===== config.mk =====
export PLATFORM = sky130hd
export DESIGN_NAME = mux8_rr_arbiter_flat
export DESIGN_NICKNAME = d
export VERILOG_FILES = /design/src/rtl/mux8_rr_arbiter_pkg.sv /design/src/rtl/mux8_rr_arbiter_if.sv /design/src/rtl/mux8_rr_arbiter_rr_pick8.sv /design/src/rtl/mux8_rr_arbiter.sv /design/src/flat_wrapper.sv
export SDC_FILE = /design/constraint.sdc
export NUM_CORES = 1
export LEC_CHECK = 0
export CAP_MARGIN = 40
export CORE_MARGIN = 3
export CORE_UTILIZATION = 51
export CTS_CLUSTER_DIAMETER = 100
export DETAILED_ROUTE_END_ITERATION = 16
export GPL_TIMING_DRIVEN = 0
export HOLD_SLACK_MARGIN = 0.02
export PLACE_DENSITY_LB_ADDON = 0.2
export SYNTH_ARGS = -nofsm -noshare
export SYNTH_HDL_FRONTEND = slang
export SYNTH_SLANG_ARGS = --single-unit

===== constraint.sdc =====
create_clock -name clk -period 3.4 [get_ports clk]
set_input_delay 0.68 -clock clk [delete_from_list [all_inputs] [get_ports clk]]
set_output_delay 0.68 -clock clk [all_outputs]
set_load 0.03 [all_outputs]

===== src/rtl/mux8_rr_arbiter_pkg.sv =====
// mux8_arb_pkg: shared sizes, state encoding and index type for mux8_rr_arbiter.
`default_nettype none

package mux8_arb_pkg;

    localparam int NUM_REQ = 8;
    localparam int IDX_W   = 3;

    typedef enum logic {ARB_IDLE, ARB_OWN} arb_state_t;
    typedef logic [IDX_W-1:0] arb_idx_t;

    function automatic logic [NUM_REQ-1:0] idx_onehot(input arb_idx_t idx);
        return NUM_REQ'(1) << idx;
    endfunction

endpackage

`default_nettype wire


===== src/rtl/mux8_rr_arbiter_if.sv =====
// mux8_rr_arbiter_if: request/grant/select bundle between requesters and the arbiter.
// Carries the lock vector only when MUX8_ARB_LOCK_EN is defined.
`default_nettype none

interface mux8_rr_arbiter_if;
    import mux8_arb_pkg::*;

    logic [NUM_REQ-1:0] req;
`ifdef MUX8_ARB_LOCK_EN
    logic [NUM_REQ-1:0] lock;
`endif
    logic [NUM_REQ-1:0] grant;
    logic               sel0;
    logic               sel1;
    logic               sel2;
    logic               busy;

`ifdef MUX8_ARB_LOCK_EN
    modport master (output req, output lock, input grant, input sel0, input sel1, input sel2, input busy);
    modport slave  (input req, input lock, output grant, output sel0, output sel1, output sel2, output busy);
`else
    modport master (output req, input grant, input sel0, input sel1, input sel2, input busy);
    modport slave  (input req, output grant, output sel0, output sel1, output sel2, output busy);
`endif

endinterface

`default_nettype wire


===== src/rtl/mux8_rr_arbiter_rr_pick8.sv =====
// rr_pick8: first set request at or after start_i, wrapping modulo 8.
// With excl_i set, the index just before start_i (the current owner) is skipped.
`default_nettype none

module rr_pick8
    import mux8_arb_pkg::*;
(
    input  wire logic [NUM_REQ-1:0] req_i,
    input  wire arb_idx_t           start_i,
    input  wire logic               excl_i,
    output logic                    found_o,
    output arb_idx_t                idx_o
);

    logic [NUM_REQ-1:0] w_masked;
    arb_idx_t           w_cand;

    always_comb begin
        w_masked = req_i;
        if (excl_i) begin
            w_masked[start_i - arb_idx_t'(1)] = 1'b0;
        end
        found_o = 1'b0;
        idx_o   = start_i;
        w_cand  = start_i;
        // Scan from the far end so the nearest candidate overwrites last.
        for (int k = NUM_REQ - 1; k >= 0; k--) begin
            w_cand = start_i + arb_idx_t'(k);
            if (w_masked[w_cand]) begin
                found_o = 1'b1;
                idx_o   = w_cand;
            end
        end
    end

endmodule

`default_nettype wire


===== src/rtl/mux8_rr_arbiter.sv =====
// mux8_rr_arbiter: round-robin owner of the shared 8:1 select tree with a bounded hold time.
// Optional MUX8_ARB_LOCK_EN lets the owner suppress forced rotation via lock.
`default_nettype none

module mux8_rr_arbiter
    import mux8_arb_pkg::*;
#(
    parameter int MAX_HOLD = 4
) (
    input  wire logic         clk,
    input  wire logic         reset_n,
    mux8_rr_arbiter_if.slave  bus
);

    localparam int                HOLD_W    = $clog2(MAX_HOLD + 1);
    localparam logic [HOLD_W-1:0] HOLD_LAST = HOLD_W'(MAX_HOLD - 1);

    arb_state_t          state_q;
    arb_idx_t            own_idx_q;
    arb_idx_t            last_idx_q;
    logic [HOLD_W-1:0]   hold_cnt_q;
    logic [NUM_REQ-1:0]  grant_q;

    arb_idx_t            start_d;
    logic                pick_found_d;
    arb_idx_t            pick_idx_d;
    logic                owner_req_d;
    logic                locked_d;

    assign start_d     = last_idx_q + arb_idx_t'(1);
    assign owner_req_d = bus.req[own_idx_q];
`ifdef MUX8_ARB_LOCK_EN
    assign locked_d    = owner_req_d & bus.lock[own_idx_q];
`else
    assign locked_d    = 1'b0;
`endif

    // While owning, the owner is last_idx_q and must not be picked as its own successor.
    rr_pick8 u_pick (
        .req_i   (bus.req),
        .start_i (start_d),
        .excl_i  (state_q == ARB_OWN),
        .found_o (pick_found_d),
        .idx_o   (pick_idx_d)
    );

    always_ff @(posedge clk or negedge reset_n) begin
        if (!reset_n) begin
            state_q    <= ARB_IDLE;
            own_idx_q  <= '0;
            last_idx_q <= arb_idx_t'(NUM_REQ - 1);
            hold_cnt_q <= '0;
            grant_q    <= '0;
        end else begin
            case (state_q)
                ARB_IDLE: begin
                    if (pick_found_d) begin
                        state_q    <= ARB_OWN;
                        own_idx_q  <= pick_idx_d;
                        last_idx_q <= pick_idx_d;
                        hold_cnt_q <= '0;
                        grant_q    <= idx_onehot(pick_idx_d);
                    end
                end
                ARB_OWN: begin
                    if (!owner_req_d || (!locked_d && pick_found_d && hold_cnt_q == HOLD_LAST)) begin
                        if (pick_found_d) begin
                            own_idx_q  <= pick_idx_d;
                            last_idx_q <= pick_idx_d;
                            hold_cnt_q <= '0;
                            grant_q    <= idx_onehot(pick_idx_d);
                        end else begin
                            state_q    <= ARB_IDLE;
                            hold_cnt_q <= '0;
                            grant_q    <= '0;
                        end
                    end else if (!locked_d && hold_cnt_q != HOLD_LAST) begin
                        hold_cnt_q <= hold_cnt_q + HOLD_W'(1);
                    end
                end
                default: begin
                    state_q <= ARB_IDLE;
                    grant_q <= '0;
                end
            endcase
        end
    end

    assign bus.grant = grant_q;
    assign bus.busy  = |grant_q;
    assign bus.sel0  = own_idx_q[0];
    assign bus.sel1  = own_idx_q[1];
    assign bus.sel2  = own_idx_q[2];

endmodule

`default_nettype wire


===== src/flat_wrapper.sv =====
// flat-port wrapper written by rule: the top's interface ports become plain ports
module mux8_rr_arbiter_flat import mux8_arb_pkg::*;
#(
    parameter int MAX_HOLD = 4
)
  (clk, reset_n, bus_req, bus_grant, bus_sel0, bus_sel1, bus_sel2, bus_busy);
  mux8_rr_arbiter_if bus_i ();
  input  wire logic clk;
  input  wire logic reset_n;
  input wire logic [$bits(bus_i.req)-1:0] bus_req;
  output wire logic [$bits(bus_i.grant)-1:0] bus_grant;
  output wire logic [$bits(bus_i.sel0)-1:0] bus_sel0;
  output wire logic [$bits(bus_i.sel1)-1:0] bus_sel1;
  output wire logic [$bits(bus_i.sel2)-1:0] bus_sel2;
  output wire logic [$bits(bus_i.busy)-1:0] bus_busy;
  assign bus_i.req = bus_req;
  assign bus_grant = bus_i.grant;
  assign bus_sel0 = bus_i.sel0;
  assign bus_sel1 = bus_i.sel1;
  assign bus_sel2 = bus_i.sel2;
  assign bus_busy = bus_i.busy;
  mux8_rr_arbiter #(.MAX_HOLD(MAX_HOLD)) u_core (.clk(clk), .reset_n(reset_n), .bus(bus_i));
endmodule

Word level (Yosys, flattened, before mapping)
Cells that the tools add are included.
- word-level logic and storage cells: 96
- input port bits: 10
- output and inout bits: 12
- register bits after elaboration: 18
- mux-type cells: 54
- bitwise gates (word level): 3
- shift operators: 1
- $lt $le $gt $ge: 11
- equal/unequal tests: 5
- reduce and logical (&&, ||, !) cells: 7
- add/sub/neg operators: 10
- operators by type and width (kind ; count):
    $mux W3 ; 15
    $lt A3 B4 Y1 const B ; 10
    $mux W8 ; 4
    $bmux W1 S3 ; 9
    $mux W1 ; 20
    $pmux W3 S2 ; 3
    $pmux W8 S2 ; 1
    $add A3 B3 Y3 const B ; 4
    $add A3 B1 Y3 const B ; 3
    $and A8 B8 Y8 ; 1
    $not A8 Y8 ; 1
    $reduce_or A8 Y1 ; 1
    $shl A1 B3 Y8 const A ; 1
    $add A3 B2 Y3 const B ; 2
    $reduce_and A2 Y1 ; 2
    $demux W1 S3 ; 1
    $eq A3 B2 Y1 const B ; 1
    $ge A3 B1 Y1 const B ; 1
    $ne A3 B2 Y1 const B ; 1
    $ne A3 B3 Y1 const B ; 1
    $sub A3 B1 Y3 const B ; 1
    $logic_and A1 B1 Y1 ; 2
    $ne A2 B1 Y1 const B ; 1
    $ne A2 B2 Y1 const B ; 1
    4 further kinds ; 4

Depth between registers and ports, before layout
Gate-level depths: netlist of the first run.
- depth after elaboration: 23
- depth in mapped cells: 14
- mapped depth without buffers: 9

Modules after synthesis
Synthesis of the first run repeated with hierarchy kept, for this count alone.
- cell total of the unflattened synthesis: 189
- area total of the unflattened synthesis: 1789.2 um^2
- by module, submodules not included (module ; sequential area each (um^2) ; times used ; area an instance (um^2) ; cells each):
    mux8_rr_arbiter ; 454.2 ; 1 ; 922.1 ; 79
    rr_pick8 ; 0.0 ; 1 ; 867.1 ; 110

Least setup slack after synthesis of the first run
OpenSTA, ideal clock, no wires.
- path type: register to register
- from: register u_core.last_idx_q[0]
- to: register u_core.own_idx_q[1]
- setup slack: -0.211 ns
- path buffers: 3
- setup time: 0.125 ns
- cell stages (with the launch flop): 12
- required time: 3.275 ns
- data arrival time: 3.487 ns
- period minus slack after synthesis: 3.611 ns
- cell sequence: dfstp_2 > buf_6 > buf_6 > buf_2 > inv_1 > ha_1 > mux4_1 > mux2_4 > a31o_1 > or4_4 > a41o_4 > mux2_2
- cells in the longest elaborated chain, start to end: 22
- elaborated cells on any way between the ends: 55
- classes of those cells: add/sub (9); order compare (2); eq/ne (1); mux (38); bitwise (2); reduce/logical (3)
- ends and longest elaborated chain (what ; line ; source):
    from (decl) ; mux8_rr_arbiter.sv:20 ; arb_idx_t last_idx_q;
    from (signal assigned) ; mux8_rr_arbiter.sv:51 ; last_idx_q <= arb_idx_t'(NUM_REQ - 1);
    from (signal assigned) ; mux8_rr_arbiter.sv:60 ; last_idx_q <= pick_idx_d;
    from (signal assigned) ; mux8_rr_arbiter.sv:69 ; last_idx_q <= pick_idx_d;
    $add A3 B1 Y3 (*) ; mux8_rr_arbiter.sv:30 ; assign start_d = last_idx_q + arb_idx_t'(1);
    $sub A3 B1 Y3 ; mux8_rr_arbiter_rr_pick8.sv:21 ; w_masked[start_i - arb_idx_t'(1)] = 1'b0;
    $lt A3 B4 Y1 (not written as such) / $ge A3 B1 Y1 (equally long branches) ; mux8_rr_arbiter_rr_pick8.sv:21 ;
    $logic_and A1 B1 Y1 (not written as such) ; mux8_rr_arbiter_rr_pick8.sv:21 ;
    $mux W1 (not written as such) ; mux8_rr_arbiter_rr_pick8.sv:21 ;
    $demux W1 S3 ; mux8_rr_arbiter_rr_pick8.sv:21 ;
    $not A8 Y8 (no line) ; -- ;
    $and A8 B8 Y8 (no line) ; -- ;
    $mux W8 ; mux8_rr_arbiter_rr_pick8.sv:20 ; if (excl_i) begin
    $bmux W1 S3 ; mux8_rr_arbiter_rr_pick8.sv:29 ; if (w_masked[w_cand]) begin
    $mux W1 (not written as such) ; mux8_rr_arbiter_rr_pick8.sv:29 ;
    $mux W3 / $mux W1 (equally long branches) (8 in a row) ; mux8_rr_arbiter_rr_pick8.sv:29 ;
    $mux W3 / $logic_and A1 B1 Y1 (equally long branches) ; mux8_rr_arbiter.sv:57, mux8_rr_arbiter.sv:67, mux8_rr_arbiter.sv:66 ;
    $mux W3 / $logic_or A1 B1 Y1 (equally long branches) ; mux8_rr_arbiter.sv:66 ; if (!owner_req_d || (!locked_d && pick_found_d && hold_cnt_q == HOLD_LAST)) begin
    $pmux W3 S2 / $ne A2 B2 Y1 (equally long branches) ; -- ;
    to (signal assigned) ; mux8_rr_arbiter.sv:59 ; own_idx_q <= pick_idx_d;
    to (signal assigned) ; mux8_rr_arbiter.sv:68 ; own_idx_q <= pick_idx_d;
    to (decl) ; mux8_rr_arbiter.sv:19 ; arb_idx_t own_idx_q;
Every way passes the cells marked *; elsewhere a longest branch is shown, timed or not. The select of a mux whose other input is x is not followed.
A chain may end at the register's enable or synchronous reset.

Final worst setup path of the first run
Same ends and word-level chain as after synthesis.

==> results of run 1 <==
## worst max-delay path by stage
stage	endpoint	depth (start not counted)
3_5_place_dp	u_core.bus.grant[2]	11
6_report	u_core.own_idx_q[1]	10
3_3_place_gp	u_core.bus.grant[6]	11
5_1_grt	u_core.bus.grant[0]	14
2_1_floorplan	u_core.own_idx_q[1]	11
4_1_cts	u_core.hold_cnt_q[1]	11
## cell type report
type / instances / area (sq um) / share of cell area, %
Multi-Input combinational cell: 161 / 1440 / 58.3
Tap cell: 46 / 57.6 / 2.32
Inverter: 6 / 31.3 / 1.26
Sequential cell: 18 / 454 / 18.3
Buffer: 10 / 75.1 / 3.03
Clock buffer: 4 / 55.1 / 2.22
Timing Repair Buffer: 41 / 360 / 14.5
## sequential cells by signal, summed over array words and instances, names as in the netlist
| signal | count |
|---|---|
| u_core.bus.grant | 8 |
| u_core.hold_cnt_q | 3 |
| u_core.last_idx_q | 3 |
| u_core.own_idx_q | 3 |
| u_core.state_q | 1 |
## synth_stat cells, drive strengths merged (2+ instances only)
master,number,area share [%]
a31oi,4,1.3
nand2,31,6.2
ha,4,2.7
nand3,6,1.6
a21oi,6,1.6
o2111ai,2,0.93
or4,2,1.2
dfstp,3,4.2
xnor2,4,1.9
o31ai,8,3.2
o211ai,2,0.80
dfrtp,15,20
nor4,2,0.67
nor2b,2,0.67
o22ai,3,1.3
mux4,11,14
o221ai,2,0.93
mux2,11,6.8
nor3,9,2.4
inv,5,1.0
clkbuf,3,0.67
mux2i,7,3.7
a32o,2,1.1
buf,8,3.1
o21ai,10,2.7
a31o,4,1.9
nor2,9,1.8
xor2,2,0.93
## routing by layer
metal	share of wire [%]	wire, um
met1	41	2330
met2	47	2650
met3	9.7	554
met4	2.6	148
met5	0	0
## what timing repair did
item | 4_1_cts | 5_1_grt
pin swaps | 1 | 8
setup endpoints to repair | 13 | 16
resized for setup | 4 | 21
setup buffers | 7 | 13
hold buffers | 0 | 0
## cells by family (layout without fill, tap and decap cells)
| logic type | Yosys count | in the layout | share of synthesized area [%] |
|---|---|---|---|
| DFF | 18 | 18 | 24.2 |
| and+or+nand+nor | 67 | 67 | 16.9 |
| muxes | 29 | 29 | 24.5 |
| adders and majority gates | 4 | 4 | 2.66 |
| buffers and inverters | 17 | 61 | 4.93 |
| xor gates and xnor gates | 8 | 8 | 5.26 |
| AOI/OAI and AO/OA | 53 | 53 | 21.6 |
## worst min-delay path: cells and delay by family (launching register included)
kind / cells / cell delay, ps
flops: 1 / 370
compound gates: 1 / 60
simple gates: 1 / 60
## through the flow
stage	setup slack, ps	hold slack (ps)	setup TNS, ps	instances	area [sq um]
after global placement	-188	492	-1610	263	2170
final	31.5	520	0	286	2480
after detailed placement	-301	502	-2640	263	2170
after global routing	-72.3	564	-407	286	2480
after floorplan	35.7	384	0	196	1900
after CTS	-25.9	518	-69.1	274	2290
==> flow_metrics.env, run 1 <==
export IMPL_grt_max_degree=19
export IMPL_crit_buf_inv=3
export IMPL_worstPathCellList="buf_6 -> buf_8 -> inv_8 -> ha_4 -> mux4_2 -> mux2_4 -> a31o_1 -> or4_4 -> a41o_4 -> mux2_2"
export IMPL_cp_startpoint="u_core.last_idx_q[0]"
export IMPL_maxCapViolCount=0
export IMPL_endpoint_kind="register"
export IMPL_dr_pass1_iters=5
export IMPL_slowest_delay_ps=570
export IMPL_die_h_um=66.7
export IMPL_clkSinkCount=18
export IMPL_syn_area_per_cell_sq_um=9.58
export IMPL_synthArstFlopShare_pct=100
export IMPL_grt_usage_pct=25.9
export IMPL_numCtsBuffers=3
export IMPL_met1_usage_pct=37.4
export IMPL_area_growth_pct=31.9
export IMPL_synth_fp_nets=210
export IMPL_grt_pass1_vias=1711
export IMPL_n_antenna_cell=0
export IMPL_start_kind="register"
export IMPL_grt_pass1_wl_um=8710
export IMPL_synthFlopType="dfrtp_1"
export IMPL_clockRootBuffer="clkbuf_8"
export IMPL_worstMarginPinSlew_ps=812
export IMPL_clkTransAtPathRegs_ps=70
export IMPL_port_buffers=21
export IMPL_busiest_layer="met2"
export IMPL_place_gp_congestion=1.05
export IMPL_avgViaCountPerCell=6.79
export IMPL_hold_viol=0
export IMPL_yosys_cell_types_count=54
export IMPL_r2r_end="u_core.own_idx_q[1]"
export IMPL_antenna_found_initial=0
export IMPL_rsz0062_at_grt="true"
export IMPL_ys_ff_latch=18
export IMPL_synth_cells=196
export IMPL_hp_start="u_core.bus.grant[0]"
export IMPL_ant_nets=0
export IMPL_crit_slowest_cell="mux4_2"
export IMPL_cp_top_family="multiplexers"
export IMPL_clockBufferDepth=2
export IMPL_met2_usage_pct=40.6
export IMPL_max_freq_ghz=0.297
export IMPL_worstPathRequired_ps=3540
export IMPL_dpl_hpwl_um=3860
export IMPL_synth_seq_area_share_pct=24.2
export IMPL_syn_cell_area_sq_um=1880
export IMPL_synth_edff_count=0
export IMPL_holdPathStages=2
export IMPL_nNetsFinal=255
export IMPL_drive_gt1_share_pct=32.1
export IMPL_r2r_setup_slack_ps=30
export IMPL_timing_final_max_slew_violations=0
export IMPL_finClkSkew_ps=5.34
export IMPL_hp_class="register to register"
export IMPL_rows=21
export IMPL_ys_warn_count=0
export IMPL_setup_violations=0
export IMPL_drc=0
export IMPL_max_slew_margin_pct=45.7
export IMPL_post_route_period_util_pct=99.1
export IMPL_critPathKind="register to register"
export IMPL_hold_path_end="u_core.bus.grant[0]"
export IMPL_core_sq_um=3440
export IMPL_routedWlPerCell_um=19.9
export IMPL_die_x_um=66.7
export IMPL_dieArea_sq_um=4450
export IMPL_boundaryPins=22
export IMPL_n_fill_cell=261
export IMPL_grt_overflow_total=0
export IMPL_insertion_delay_ps=260
export IMPL_gr_usage_met3_pct=5.23
export IMPL_htree_num_levels=1
export IMPL_initial_core_util_pct=54.6
export IMPL_critPathMaxFanout=6
export IMPL_final_core_util_pct=72.0
export IMPL_drt_iter0_markers=274
export IMPL_cts_tree="done"
export IMPL_r2r_cells=10
export IMPL_finalCriticalPeriod_ps=3370
export IMPL_crit_arrival_ps=3510
export IMPL_num_vias=1942
export IMPL_outcome="completed"
export IMPL_routed_wl_um=5680
export IMPL_layout_common_cells="nand2_1, clkdlybuf4s50_1, buf_4"
export IMPL_layout_commonest_cell="nand2_1"
export IMPL_r2r_start="u_core.last_idx_q[0]"
Power of run 1 is not shown: default switching activity piles up to over one toggle a cycle in this logic, so the estimate is an artifact.
==> run 2: changes to the inputs <==
--- a/config.mk
+++ b/config.mk
@@ -16,3 +16,4 @@
 export SYNTH_ARGS = -nofsm -noshare
 export SYNTH_HDL_FRONTEND = slang
 export SYNTH_SLANG_ARGS = --single-unit
+export TNS_END_PERCENT = 30
==> flow_metrics.env, run 2 (synthesis results as in run 1) <==
export IMPL_port_buffers=21
export IMPL_max_freq_ghz=0.300
export IMPL_routedWlPerCell_um=19.5
export IMPL_start_kind="register"
export IMPL_grt_usage_pct=25.7
export IMPL_core_sq_um=3440
export IMPL_n_antenna_cell=0
export IMPL_post_route_period_util_pct=98.0
export IMPL_multi_input_area_sq_um=1430
export IMPL_antenna_found_initial=0
export IMPL_cts_tree="done"
export IMPL_maxCapViolCount=0
export IMPL_layout_common_cells="nand2_1, clkdlybuf4s50_1, buf_4"
export IMPL_die_x_um=66.7
export IMPL_numCtsBuffers=3
export IMPL_dr_pass1_iters=4
export IMPL_final_core_util_pct=71.2
export IMPL_dpl_hpwl_um=3860
export IMPL_stdcell_count=284
export IMPL_hold_viol=0
export IMPL_dieArea_sq_um=4450
export IMPL_endpoint_kind="register"
export IMPL_setup_violations=0
export IMPL_grt_overflow_total=0
export IMPL_clkSinkCount=18
export IMPL_ant_nets=0
export IMPL_layout_commonest_cell="nand2_1"
export IMPL_boundaryPins=22
export IMPL_n_fill_cell=267
export IMPL_insertion_delay_ps=260
export IMPL_finClkSkew_ps=7.33
export IMPL_nNetsFinal=253
export IMPL_placedCellCount=263
export IMPL_largest_reg_flops=8
export IMPL_seqCellArea_sq_um=454
export IMPL_crit_slowest_cell="mux4_2"
export IMPL_drc=0
export IMPL_slowest_delay_ps=580
export IMPL_htree_num_levels=1
export IMPL_crit_arrival_ps=3470
export IMPL_clockRootBuffer="clkbuf_8"
export IMPL_worstMarginPinSlew_ps=801
export IMPL_outcome="completed"
export IMPL_timing_final_max_slew_violations=0
export IMPL_die_h_um=66.7
export IMPL_crit_buf_inv=3
export IMPL_grt_pass1_vias=1701
export IMPL_num_vias=1899
export IMPL_place_gp_congestion=1.05
export IMPL_initial_core_util_pct=54.6
export IMPL_finalCriticalPeriod_ps=3330
export IMPL_drt_iter0_markers=290
export IMPL_cp_top_family="multiplexers"
export IMPL_rows=21
export IMPL_critPathKind="register to register"
export IMPL_clkTransAtPathRegs_ps=80
export IMPL_drive_gt1_share_pct=30.7
export IMPL_hp_class="register to register"
export IMPL_area_growth_pct=30.4
export IMPL_grt_pass1_wl_um=8660
export IMPL_critPathMaxFanout=7
export IMPL_clockBufferDepth=2
export IMPL_max_slew_margin_pct=46.4
export IMPL_grt_max_degree=19
export IMPL_worstPathCellList="buf_6 -> buf_12 -> inv_4 -> ha_4 -> mux4_2 -> mux2_4 -> a31o_1 -> or4_4 -> a41o_4 -> mux2_2"
export IMPL_routed_wl_um=5540
export IMPL_worstPathRequired_ps=3540
export IMPL_avgViaCountPerCell=6.69
[run 2: cell count changes in the layout (fill, tap and decap cells not counted)]
| cell | delta |
|---|---|
| buf_4 | -2 |
| xnor2_2 | -1 |
| inv_4 | +1 |
| buf_12 | +1 |
| o31ai_1 | +1 |
| inv_8 | -1 |
| buf_8 | -1 |
| xnor2_1 | +1 |
| o31ai_2 | -1 |
[run 2: repair_timing]
item,CTS,global route
setup endpoints to repair,13,17
pin swaps,1,4
hold buffers,0,0
gates resized for setup,5,17
setup buffers,6,12
[run 2: path summary, 6_finish.rpt]
kind | from | endpoint | slack (ps) | depth (start not counted)
max | u_core.last_idx_q[0] | u_core.own_idx_q[1] | 70 | 10
min | u_core.bus.grant[0] | u_core.bus.grant[0] | 520 | 2
max reg2reg | u_core.last_idx_q[0] | u_core.own_idx_q[1] | 70 | 10
min reg2reg | u_core.bus.grant[0] | u_core.bus.grant[0] | 520 | 2
max in group asynchronous | reset_n | u_core.bus.grant[6] | 2020 | 1
min in group asynchronous | reset_n | u_core.own_idx_q[2] | 880 | 1
[run 2: worst register-to-register path, delay by kind of cell, from the launching register on]
family | cells | cell delay, ps
buffers and inverters | 3 | 290
AOI/OAI and AO/OA | 2 | 470
muxes | 3 | 1160
and+or+nand+nor | 1 | 450
DFF | 1 | 550
adders and majority gates | 1 | 280
[run 2: final cells by class]
type	instances	area share (%)
Multi-Input combinational cell	161	58.4
Timing Repair Buffer	39	14.1
Inverter	6	1.07
Tap cell	46	2.35
Sequential cell	18	18.5
Buffer	10	3.27
Clock buffer	4	2.25
[run 2: metrics by stage]
stage / setup WS (ps) / hold slack [ps] / area, sq um / TNS [ps]
floorplan: 35.7 / 384 / 1900 / 0
global placement: -188 / 492 / 2170 / -1610
detailed placement: -301 / 502 / 2170 / -2640
CTS: -59.2 / 518 / 2290 / -266
global route: -15.4 / 564 / 2450 / -15.4
finish: 67.8 / 520 / 2450 / 0
[run 2: per-layer routing]
metal	share of wire [%]	vias up	track usage, %
met5	0	-	0
met4	2.3	0	3.05
met3	9.2	15	5.06
met2	47	106	40.6
met1	41	919	37.3
li1	-	859	-
Power of run 2 is left out for the same reason.
==> run 3: changes to the inputs <==
--- a/config.mk
+++ b/config.mk
@@ -8,11 +8,11 @@
 export CAP_MARGIN = 40
 export CORE_MARGIN = 3
 export CORE_UTILIZATION = 51
-export CTS_CLUSTER_DIAMETER = 100
 export DETAILED_ROUTE_END_ITERATION = 16
 export GPL_TIMING_DRIVEN = 0
 export HOLD_SLACK_MARGIN = 0.02
-export PLACE_DENSITY_LB_ADDON = 0.2
+export PLACE_DENSITY = 0.79
+export SLEW_MARGIN = 10
 export SYNTH_ARGS = -nofsm -noshare
 export SYNTH_HDL_FRONTEND = slang
 export SYNTH_SLANG_ARGS = --single-unit
==> flow_metrics.env, run 3 (synthesis results as in run 1) <==
export IMPL_routed_wl_um=5410
export IMPL_avgViaCountPerCell=6.78
export IMPL_layout_commonest_cell="nand2_1"
export IMPL_setup_violations=0
export IMPL_post_dp_cell_area_sq_um=2170
export IMPL_crit_slowest_cell="mux4_2"
export IMPL_dpl_hpwl_um=3710
export IMPL_maxCapViolCount=0
export IMPL_worstMarginPinSlew_ps=770
export IMPL_rsz0062_at_grt="true"
export IMPL_grt_pass1_vias=1809
export IMPL_fin_area_sq_um=2430
export IMPL_grt_usage_pct=25.5
export IMPL_insertion_delay_ps=250
export IMPL_drt_iter0_markers=223
export IMPL_worstPathCellList="buf_6 -> buf_8 -> inv_8 -> ha_4 -> mux4_2 -> mux2_4 -> a31o_1 -> or4_4 -> a41o_4 -> mux2_4"
export IMPL_max_slew_margin_pct=48.5
export IMPL_cpMostUsedCell="mux2_4"
export IMPL_max_freq_ghz=0.295
export IMPL_slowest_delay_ps=570
export IMPL_die_h_um=66.7
export IMPL_holdBufCountCts=0
export IMPL_layout_common_cells="nand2_1, clkdlybuf4s50_1, buf_4, dfrtp_1"
export IMPL_core_sq_um=3440
export IMPL_initial_core_util_pct=54.6
export IMPL_dr_pass1_iters=6
export IMPL_post_route_period_util_pct=99.7
export IMPL_die_x_um=66.7
export IMPL_antenna_found_initial=0
export IMPL_critPathMaxFanout=6
export IMPL_seqCellArea_sq_um=454
export IMPL_finClkSkew_ps=5.31
export IMPL_clockBufferDepth=2
export IMPL_worstPathRequired_ps=3540
export IMPL_drive_gt1_share_pct=29.8
export IMPL_pre_cts_ws_ps=-299
export IMPL_endpoint_kind="register"
export IMPL_crit_buf_inv=3
export IMPL_crit_arrival_ps=3530
export IMPL_routedWlPerCell_um=19.2
export IMPL_finalCriticalPeriod_ps=3390
export IMPL_grt_max_degree=19
export IMPL_cp_top_family="multiplexers"
export IMPL_clkSinkCount=18
export IMPL_fin_ws_ps=9.22
export IMPL_start_kind="register"
export IMPL_dieArea_sq_um=4450
export IMPL_cts_tree="done"
export IMPL_nNetsFinal=250
export IMPL_numCtsBuffers=3
export IMPL_port_buffers=21
export IMPL_rows=21
export IMPL_grt_overflow_total=0
export IMPL_critPathKind="register to register"
export IMPL_outcome="completed"
export IMPL_hp_class="register to register"
export IMPL_largest_reg_flops=8
export IMPL_num_vias=1904
export IMPL_clkTransAtPathRegs_ps=70
export IMPL_final_core_util_pct=70.7
export IMPL_boundaryPins=22
export IMPL_htree_num_levels=1
export IMPL_n_antenna_cell=0
export IMPL_hold_viol=0
export IMPL_clockRootBuffer="clkbuf_8"
export IMPL_n_fill_cell=247
export IMPL_area_growth_pct=29.6
export IMPL_setup_tns_ps=0
export IMPL_grt_pass1_wl_um=8700
export IMPL_ant_nets=0
export IMPL_place_gp_congestion=0.913
export IMPL_timing_final_max_slew_violations=0
export IMPL_drc=0
export IMPL_multi_input_area_sq_um=1440
## run 3: cell count changes in the layout (fill, tap and decap cells not counted), sizes merged
cell | previous run | this run
buf | 25 | 22
## run 3: tightest hold or removal path: cells and delay by family (launching register included)
family           cells  cell delay [ps]
flip-flops           1              360
AND/OR/NAND/NOR      1               60
AO/OA/AOI/OAI        1               60
## run 3: layout make-up
type	count	area share, %
plain buffers	10	3.08
well taps	46	2.37
multi-input cells	161	59.1
flip-flops and latches	18	18.7
repair buffers	36	13.3
inverters	6	1.29
clock buffers	4	2.26
## run 3: what timing repair did
action | CTS | global route
buffers inserted | 8 | 7
pin swaps | 2 | 3
endpoints found under the setup margin | 15 | 12
gates resized for setup | 8 | 16
gates cloned | 0 | 0
## run 3: layer usage
metal	share of wire, %	GRT usage, %	wire [um]	vias up
met3	7.0	4.89	377	16
met1	43	35.6	2310	934
met2	48	41.2	2620	99
met4	1.7	5.33	93	0
li1	-	-	-	855
met5	0	0	0	-
## run 3: stage by stage
stage,instances,hold slack (ps)
5_1_grt,281,548
3_5_place_dp,263,499
6_report,281,514
3_3_place_gp,263,494
4_1_cts,275,515
2_1_floorplan,196,384
## run 3: worst paths after layout
| check | start | endpoint | slack [ps] | cells past startpoint |
|---|---|---|---|---|
| hold / removal | u_core.hold_cnt_q[2] | u_core.hold_cnt_q[2] | 510 | 2 |
| setup / recovery | u_core.last_idx_q[0] | u_core.own_idx_q[1] | 9 | 10 |
| hold reg to reg | u_core.hold_cnt_q[2] | u_core.hold_cnt_q[2] | 510 | 2 |
| max in group asynchronous | reset_n | u_core.hold_cnt_q[2] | 2040 | 1 |
| min in group asynchronous | reset_n | u_core.bus.grant[2] | 870 | 1 |
| setup reg to reg | u_core.last_idx_q[0] | u_core.own_idx_q[1] | 9 | 10 |
Power of run 3 is left out for the same reason.
